[src/rtl/icache_refill_arbiter_if.sv]
// Bundle of the requester-side and memory-side signals of the icache refill arbiter.
// The slave modport is the arbiter; the master modport is the environment around it.
interface icache_refill_arbiter_if #(
    parameter int N      = 4,
    parameter int ADDR_W = 32,
    parameter int DATA_W = 64
);
    localparam int ID_W = (N > 1) ? $clog2(N) : 1;

    logic [N-1:0]        req_valid;
    logic [N*ADDR_W-1:0] req_addr;
    logic [N-1:0]        req_ready;
    logic                mem_req_valid;
    logic                mem_req_ready;
    logic [ADDR_W-1:0]   mem_req_addr;
    logic                mem_rsp_valid;
    logic [DATA_W-1:0]   mem_rsp_data;
    logic [N-1:0]        rsp_valid;
    logic [DATA_W-1:0]   rsp_data;
    logic                rsp_last;
    logic                busy;
    logic [ID_W-1:0]     grant_id;
    logic                protocol_err;

    modport slave (
        input  req_valid, req_addr, mem_req_ready, mem_rsp_valid, mem_rsp_data,
        output req_ready, mem_req_valid, mem_req_addr, rsp_valid, rsp_data,
               rsp_last, busy, grant_id, protocol_err
    );

    modport master (
        output req_valid, req_addr, mem_req_ready, mem_rsp_valid, mem_rsp_data,
        input  req_ready, mem_req_valid, mem_req_addr, rsp_valid, rsp_data,
               rsp_last, busy, grant_id, protocol_err
    );
endinterface

[src/rtl/icache_refill_arbiter.sv]
// Round-robin arbiter sharing one memory read port among N icache miss handlers,
// with one line refill outstanding and beats routed back to the owning requester.
module icache_refill_arbiter #(
    parameter int N      = 4,
    parameter int ADDR_W = 32,
    parameter int DATA_W = 64,
    parameter int BEATS  = 4
) (
    input  logic                    clk,
    input  logic                    rst,
    icache_refill_arbiter_if.slave  io_bus,
    output logic [1:0]              o_dbg_state
);
    localparam int ID_W  = (N > 1) ? $clog2(N) : 1;
    localparam int CNT_W = (BEATS > 1) ? $clog2(BEATS) : 1;

    // Handshakes: a request transfers on req_valid & req_ready, a memory read on
    // mem_req_valid & mem_req_ready; response beats have no backpressure.
    typedef enum logic [1:0] {
        S_IDLE  = 2'd0,
        S_ISSUE = 2'd1,
        S_WAIT  = 2'd2
    } state_t;

    state_t             r_state;
    state_t             w_next;
    logic [ID_W-1:0]    r_ptr;
    logic [ID_W-1:0]    r_owner;
    logic [ADDR_W-1:0]  r_addr;
    logic [CNT_W-1:0]   r_beat;
    logic               r_perr;

    logic               w_found;
    logic [ID_W-1:0]    w_winner;
    logic               w_last;

    // Search upward from the pointer, wrapping, for the first valid requester.
    always_comb begin
        w_found  = 1'b0;
        w_winner = '0;
        for (int k = 0; k < N; k++) begin
            if (!w_found && io_bus.req_valid[(int'(r_ptr) + k) % N]) begin
                w_found  = 1'b1;
                w_winner = ID_W'((int'(r_ptr) + k) % N);
            end
        end
    end

    assign w_last = (r_state == S_WAIT) && io_bus.mem_rsp_valid &&
                    (r_beat == CNT_W'(BEATS - 1));

    always_comb begin
        w_next               = r_state;
        io_bus.req_ready     = '0;
        io_bus.mem_req_valid = 1'b0;
        io_bus.rsp_valid     = '0;
        io_bus.rsp_data      = '0;
        io_bus.rsp_last      = 1'b0;
        case (r_state)
            S_IDLE: begin
                if (w_found) begin
                    io_bus.req_ready[w_winner] = 1'b1;
                    w_next                     = S_ISSUE;
                end
            end
            S_ISSUE: begin
                io_bus.mem_req_valid = 1'b1;
                if (io_bus.mem_req_ready) w_next = S_WAIT;
            end
            S_WAIT: begin
                io_bus.rsp_data            = io_bus.mem_rsp_data;
                io_bus.rsp_valid[r_owner]  = io_bus.mem_rsp_valid;
                io_bus.rsp_last            = w_last;
                if (w_last) w_next = S_IDLE;
            end
            default: w_next = S_IDLE;
        endcase
    end

    always_ff @(posedge clk or posedge rst) begin
        if (rst) begin
            r_state <= S_IDLE;
            r_ptr   <= '0;
            r_owner <= '0;
            r_addr  <= '0;
            r_beat  <= '0;
            r_perr  <= 1'b0;
        end else begin
            r_state <= w_next;
            if (r_state == S_IDLE && w_found) begin
                r_owner <= w_winner;
                r_addr  <= io_bus.req_addr[int'(w_winner)*ADDR_W +: ADDR_W];
                r_ptr   <= (w_winner == ID_W'(N - 1)) ? '0 : w_winner + ID_W'(1);
            end
            if (r_state == S_ISSUE && io_bus.mem_req_ready) r_beat <= '0;
            if (r_state == S_WAIT && io_bus.mem_rsp_valid)
                r_beat <= w_last ? '0 : r_beat + CNT_W'(1);
            // A beat arriving with no refill awaiting it is a downstream protocol bug.
            if (io_bus.mem_rsp_valid && r_state != S_WAIT) r_perr <= 1'b1;
        end
    end

    assign io_bus.mem_req_addr = r_addr;
    assign io_bus.busy         = (r_state != S_IDLE);
    assign io_bus.grant_id     = r_owner;
    assign io_bus.protocol_err = r_perr;
    assign o_dbg_state         = r_state;
endmodule
[src/flat_wrapper.sv]
// flat-port wrapper written by rule: the top's interface ports become plain ports
module icache_refill_arbiter_flat 
#(
    parameter int N      = 4,
    parameter int ADDR_W = 32,
    parameter int DATA_W = 64,
    parameter int BEATS  = 4
)
  (clk, rst, o_dbg_state, io_bus_req_valid, io_bus_req_addr, io_bus_mem_req_ready, io_bus_mem_rsp_valid, io_bus_mem_rsp_data, io_bus_req_ready, io_bus_mem_req_valid, io_bus_mem_req_addr, io_bus_rsp_valid, io_bus_rsp_data, io_bus_rsp_last, io_bus_busy, io_bus_grant_id, io_bus_protocol_err);
  icache_refill_arbiter_if #(.N(N), .ADDR_W(ADDR_W), .DATA_W(DATA_W)) io_bus_i ();
  input  logic clk;
  input  logic rst;
  output logic [1:0] o_dbg_state;
  input wire logic [$bits(io_bus_i.req_valid)-1:0] io_bus_req_valid;
  input wire logic [$bits(io_bus_i.req_addr)-1:0] io_bus_req_addr;
  input wire logic [$bits(io_bus_i.mem_req_ready)-1:0] io_bus_mem_req_ready;
  input wire logic [$bits(io_bus_i.mem_rsp_valid)-1:0] io_bus_mem_rsp_valid;
  input wire logic [$bits(io_bus_i.mem_rsp_data)-1:0] io_bus_mem_rsp_data;
  output wire logic [$bits(io_bus_i.req_ready)-1:0] io_bus_req_ready;
  output wire logic [$bits(io_bus_i.mem_req_valid)-1:0] io_bus_mem_req_valid;
  output wire logic [$bits(io_bus_i.mem_req_addr)-1:0] io_bus_mem_req_addr;
  output wire logic [$bits(io_bus_i.rsp_valid)-1:0] io_bus_rsp_valid;
  output wire logic [$bits(io_bus_i.rsp_data)-1:0] io_bus_rsp_data;
  output wire logic [$bits(io_bus_i.rsp_last)-1:0] io_bus_rsp_last;
  output wire logic [$bits(io_bus_i.busy)-1:0] io_bus_busy;
  output wire logic [$bits(io_bus_i.grant_id)-1:0] io_bus_grant_id;
  output wire logic [$bits(io_bus_i.protocol_err)-1:0] io_bus_protocol_err;
  assign io_bus_i.req_valid = io_bus_req_valid;
  assign io_bus_i.req_addr = io_bus_req_addr;
  assign io_bus_i.mem_req_ready = io_bus_mem_req_ready;
  assign io_bus_i.mem_rsp_valid = io_bus_mem_rsp_valid;
  assign io_bus_i.mem_rsp_data = io_bus_mem_rsp_data;
  assign io_bus_req_ready = io_bus_i.req_ready;
  assign io_bus_mem_req_valid = io_bus_i.mem_req_valid;
  assign io_bus_mem_req_addr = io_bus_i.mem_req_addr;
  assign io_bus_rsp_valid = io_bus_i.rsp_valid;
  assign io_bus_rsp_data = io_bus_i.rsp_data;
  assign io_bus_rsp_last = io_bus_i.rsp_last;
  assign io_bus_busy = io_bus_i.busy;
  assign io_bus_grant_id = io_bus_i.grant_id;
  assign io_bus_protocol_err = io_bus_i.protocol_err;
  icache_refill_arbiter #(.N(N), .ADDR_W(ADDR_W), .DATA_W(DATA_W), .BEATS(BEATS)) u_core (.clk(clk), .rst(rst), .io_bus(io_bus_i), .o_dbg_state(o_dbg_state));
endmodule
[config.mk]
export PLATFORM = sky130hd
export DESIGN_NAME = icache_refill_arbiter_flat
export DESIGN_NICKNAME = d
export VERILOG_FILES = /design/src/rtl/icache_refill_arbiter_if.sv /design/src/rtl/icache_refill_arbiter.sv /design/src/flat_wrapper.sv
export SDC_FILE = /design/constraint.sdc
export NUM_CORES = 1
export LEC_CHECK = 0
export ABC_AREA = 1
export CAP_MARGIN = 25
export CORE_AREA = 3 3 121 123
export DETAILED_ROUTE_END_ITERATION = 8
export DIE_AREA = 0 0 124 126
export GPL_TIMING_DRIVEN = 0
export PLACE_DENSITY = 0.78
export SETUP_SLACK_MARGIN = 0.2
export SYNTH_ARGS = -nofsm -noshare
export SYNTH_HDL_FRONTEND = slang
export SYNTH_SLANG_ARGS = --single-unit
[constraint.sdc]
create_clock -name clk -period 2.8 [get_ports clk]
set_input_delay 0.42 -clock clk [delete_from_list [all_inputs] [get_ports clk]]
set_output_delay 0.42 -clock clk [all_outputs]
set_load 0.02 [all_outputs]
==> flow_summary.toml <==
[logic_synthesis]
yosys_warnings = 0
netlist_instances = 687
synth_area_mm2 = 0.00390
async_reset_ff_share_pct = 100
syn_area_per_cell_um2 = 5.67
synth-seq-cells = 41
ys_seq_area_share_pct = 26.3
synth_enable_flop_cells = 0
ys_types = 25
synth_nets = 889
synth_top_flop_cell = "dfrtp_1"

[clock_tree]
clkTransAtPathRegs_ns = 0.06
cts_tree = "done"
cts_buffers = 5
cts-htree-levels = 2
max-clock-path-buffers = 2
worst_skew_pair.late_latency_ns = 0.28
cts_hold_buf = 0
root_buffer = "clkbuf_16"
cts_sinks = 41

[timing]
worst_slack_ns = 0.120
post-route-period-util_pct = 95.7
worstMarginPinSlew_ns = 0.537
slew_headroom_pct = 64.2
slew_viol_final = 0
fin_hold_ws_ns = 0.319
hold_viol = 0
period_minus_slack_ns = 2.68
rsz0062_at_grt = "yes"
setup_viol = 0
skew_ns = 0.00343
max_freq_ghz = 0.373

[worst_setup_path]
worstPathCellList = "buf_6, nand2_2, nand3_2, nand2_2, nand2_4, nand3_4, nand3_4, buf_8, buf_8, inv_2, ha_1, inv_1, nor2_2, buf_6"
cpMaxStageDelayCell = "dfrtp_2"
required_ns = 2.38
cp_data_arrival_time_ns = 2.26
path_buf_inv = 6
crit_family = "simple AND/OR/NAND/NOR gates"
ff2ff_setup_slack_ns = 0.55
cp_slowest_stage_delay_ns = 0.45
start_kind = "register"
end_kind = "output pin"
path_max_fanout = 10
crit_type = "register to output pin"

[place]
dp.cells = 1179
place_ws_ns = -0.608
gp_congestion = 0.899
port-buffer-count = 311
hpwl_um = 15700

[flow_run]
maxCapViolations = 0

[power_and_ir_drop]
p_leak_uw = 0.00463
ir_drop_uv = 510
power_uw = 8950
power.density_mw_per_mm2 = 1140

[status]
status = "complete, no violations"

[floorplan]
die_height_um = 126
die_area_mm2 = 0.0156
row_count = 43
core_area_mm2 = 0.0138
initial_utilization_pct = 28.3
ios = 312
die_w_um = 124

[global_routing]
antenna_found_initial = 1
overflow = 0
grt_max_degree = 39
grt_pass1_vias = 5141
grt_use_total_pct = 23.5
grt_pass1_wl_um = 28300

[final_layout]
syn2layout_area_growth_pct = 101
layout.cells.most_common_list = "clkdlybuf4s50_1, inv_1, nand2_1"
instances_no_fill = 1208
fin_nets = 1230
final_util_pct = 57.0
final_common_cell = "clkdlybuf4s50_1"
drive_above_1_share_pct = 12.1
antenna_cells = 0

[drt]
first_pass_iters = 5
dr.first_iter.drc_count = 252
vias = 5560
routed_wl_um = 19800
ant_nets = 0
drc = 0
routedWlPerCell_um = 16.4
via_per_inst = 4.60

[hold_path]
hold_path.class = "input pin to async pin"
==> synthesized netlist by cell type (4+ instances only) <==
master | n | area (µm²)
nand4_1 | 57 | 357
nor3_1 | 4 | 20.0
buf_2 | 23 | 115
nand3_1 | 96 | 480
nand2_1 | 152 | 571
a21oi_1 | 8 | 40.0
dfrtp_1 | 41 | 1030
buf_4 | 5 | 37.5
nor2_1 | 92 | 345
inv_2 | 5 | 18.8
inv_1 | 165 | 619
clkbuf_1 | 10 | 37.5
o21ai_1 | 4 | 20.0
==> what timing repair did <==
item / CTS / global route
buffers inserted: 9 / 12
pin swaps: 12 / 14
setup endpoints to repair: 54 / 36
gates cloned: 0 / 1
resized for setup: 75 / 80
==> report_power, final <==
| group | internal [µW] | total, µW | leakage [µW] | switching [µW] |
|---|---|---|---|---|
| clock network | 414 | 650 | 0.0000797 | 236 |
| logic | 2850 | 7190 | 0.00405 | 4340 |
| registers | 915 | 1100 | 0.000502 | 188 |
| total | 4180 | 8950 | 0.00463 | 4770 |
==> routing by layer <==
layer | global-route usage [%] | vias up | share of wire, %
met2 | 43.3 | 253 | 52
li1 | - | 2784 | -
met1 | 25.6 | 2488 | 35
met3 | 8.08 | 33 | 11
met4 | 5.41 | 2 | 1.6
met5 | 0 | - | 0.066
==> per-stage QoR <==
step                      setup TNS [ns]  cell area, µm²
after floorplan                        0            3900
after global placement             -1.90            7240
after detailed placement           -1.96            7260
after CTS                              0            7550
after global routing                   0            7850
final                                  0            7850
==> cells by family after synthesis <==
| family | count (synthesis) | share of synthesized area, % |
|---|---|---|
| buffers and inverters | 214 | 22.4 |
| adder cells (fa/ha/maj) | 2 | 0.642 |
| flip-flops | 41 | 26.3 |
| AND/OR/NAND/NOR | 413 | 48.2 |
| AO/OA/AOI/OAI | 17 | 2.41 |
==> final cells by class <==
cell class | count | area (µm²)
plain buffers | 44 | 288
well taps | 180 | 225
clock buffers | 5 | 125
multi-input cells | 432 | 2150
repair buffers | 334 | 3350
inverters | 170 | 651
fillers | 1332 | 5920
flip-flops and latches | 41 | 1030
clock inverters | 2 | 35.0
==> worst paths after layout <==
| check | cells past startpoint | from | endpoint |
|---|---|---|---|
| min in group clk | 1 | u_core.io_bus.protocol_err | u_core.io_bus.protocol_err |
| worst max-delay path | 14 | u_core.r_ptr[0] | io_bus_req_ready[3] |
| max in group asynchronous | 3 | rst | u_core.r_ptr[0] |
| worst min-delay path | 2 | rst | u_core.io_bus.mem_req_addr[6] |
| worst min register to register | 1 | u_core.io_bus.protocol_err | u_core.io_bus.protocol_err |
| worst max register to register | 15 | u_core.r_ptr[0] | u_core.io_bus.mem_req_addr[25] |
==> flip-flops by register name (all words and copies together) (netlist names) <==
| name | cells |
|---|---|
| u_core.io_bus.protocol_err | 1 |
| u_core.io_bus.mem_req_addr | 32 |
| u_core.r_beat | 2 |
| u_core.o_dbg_state | 2 |
| u_core.r_ptr | 2 |
| u_core.io_bus.grant_id | 2 |
Power figures use the tool's default switching activity.
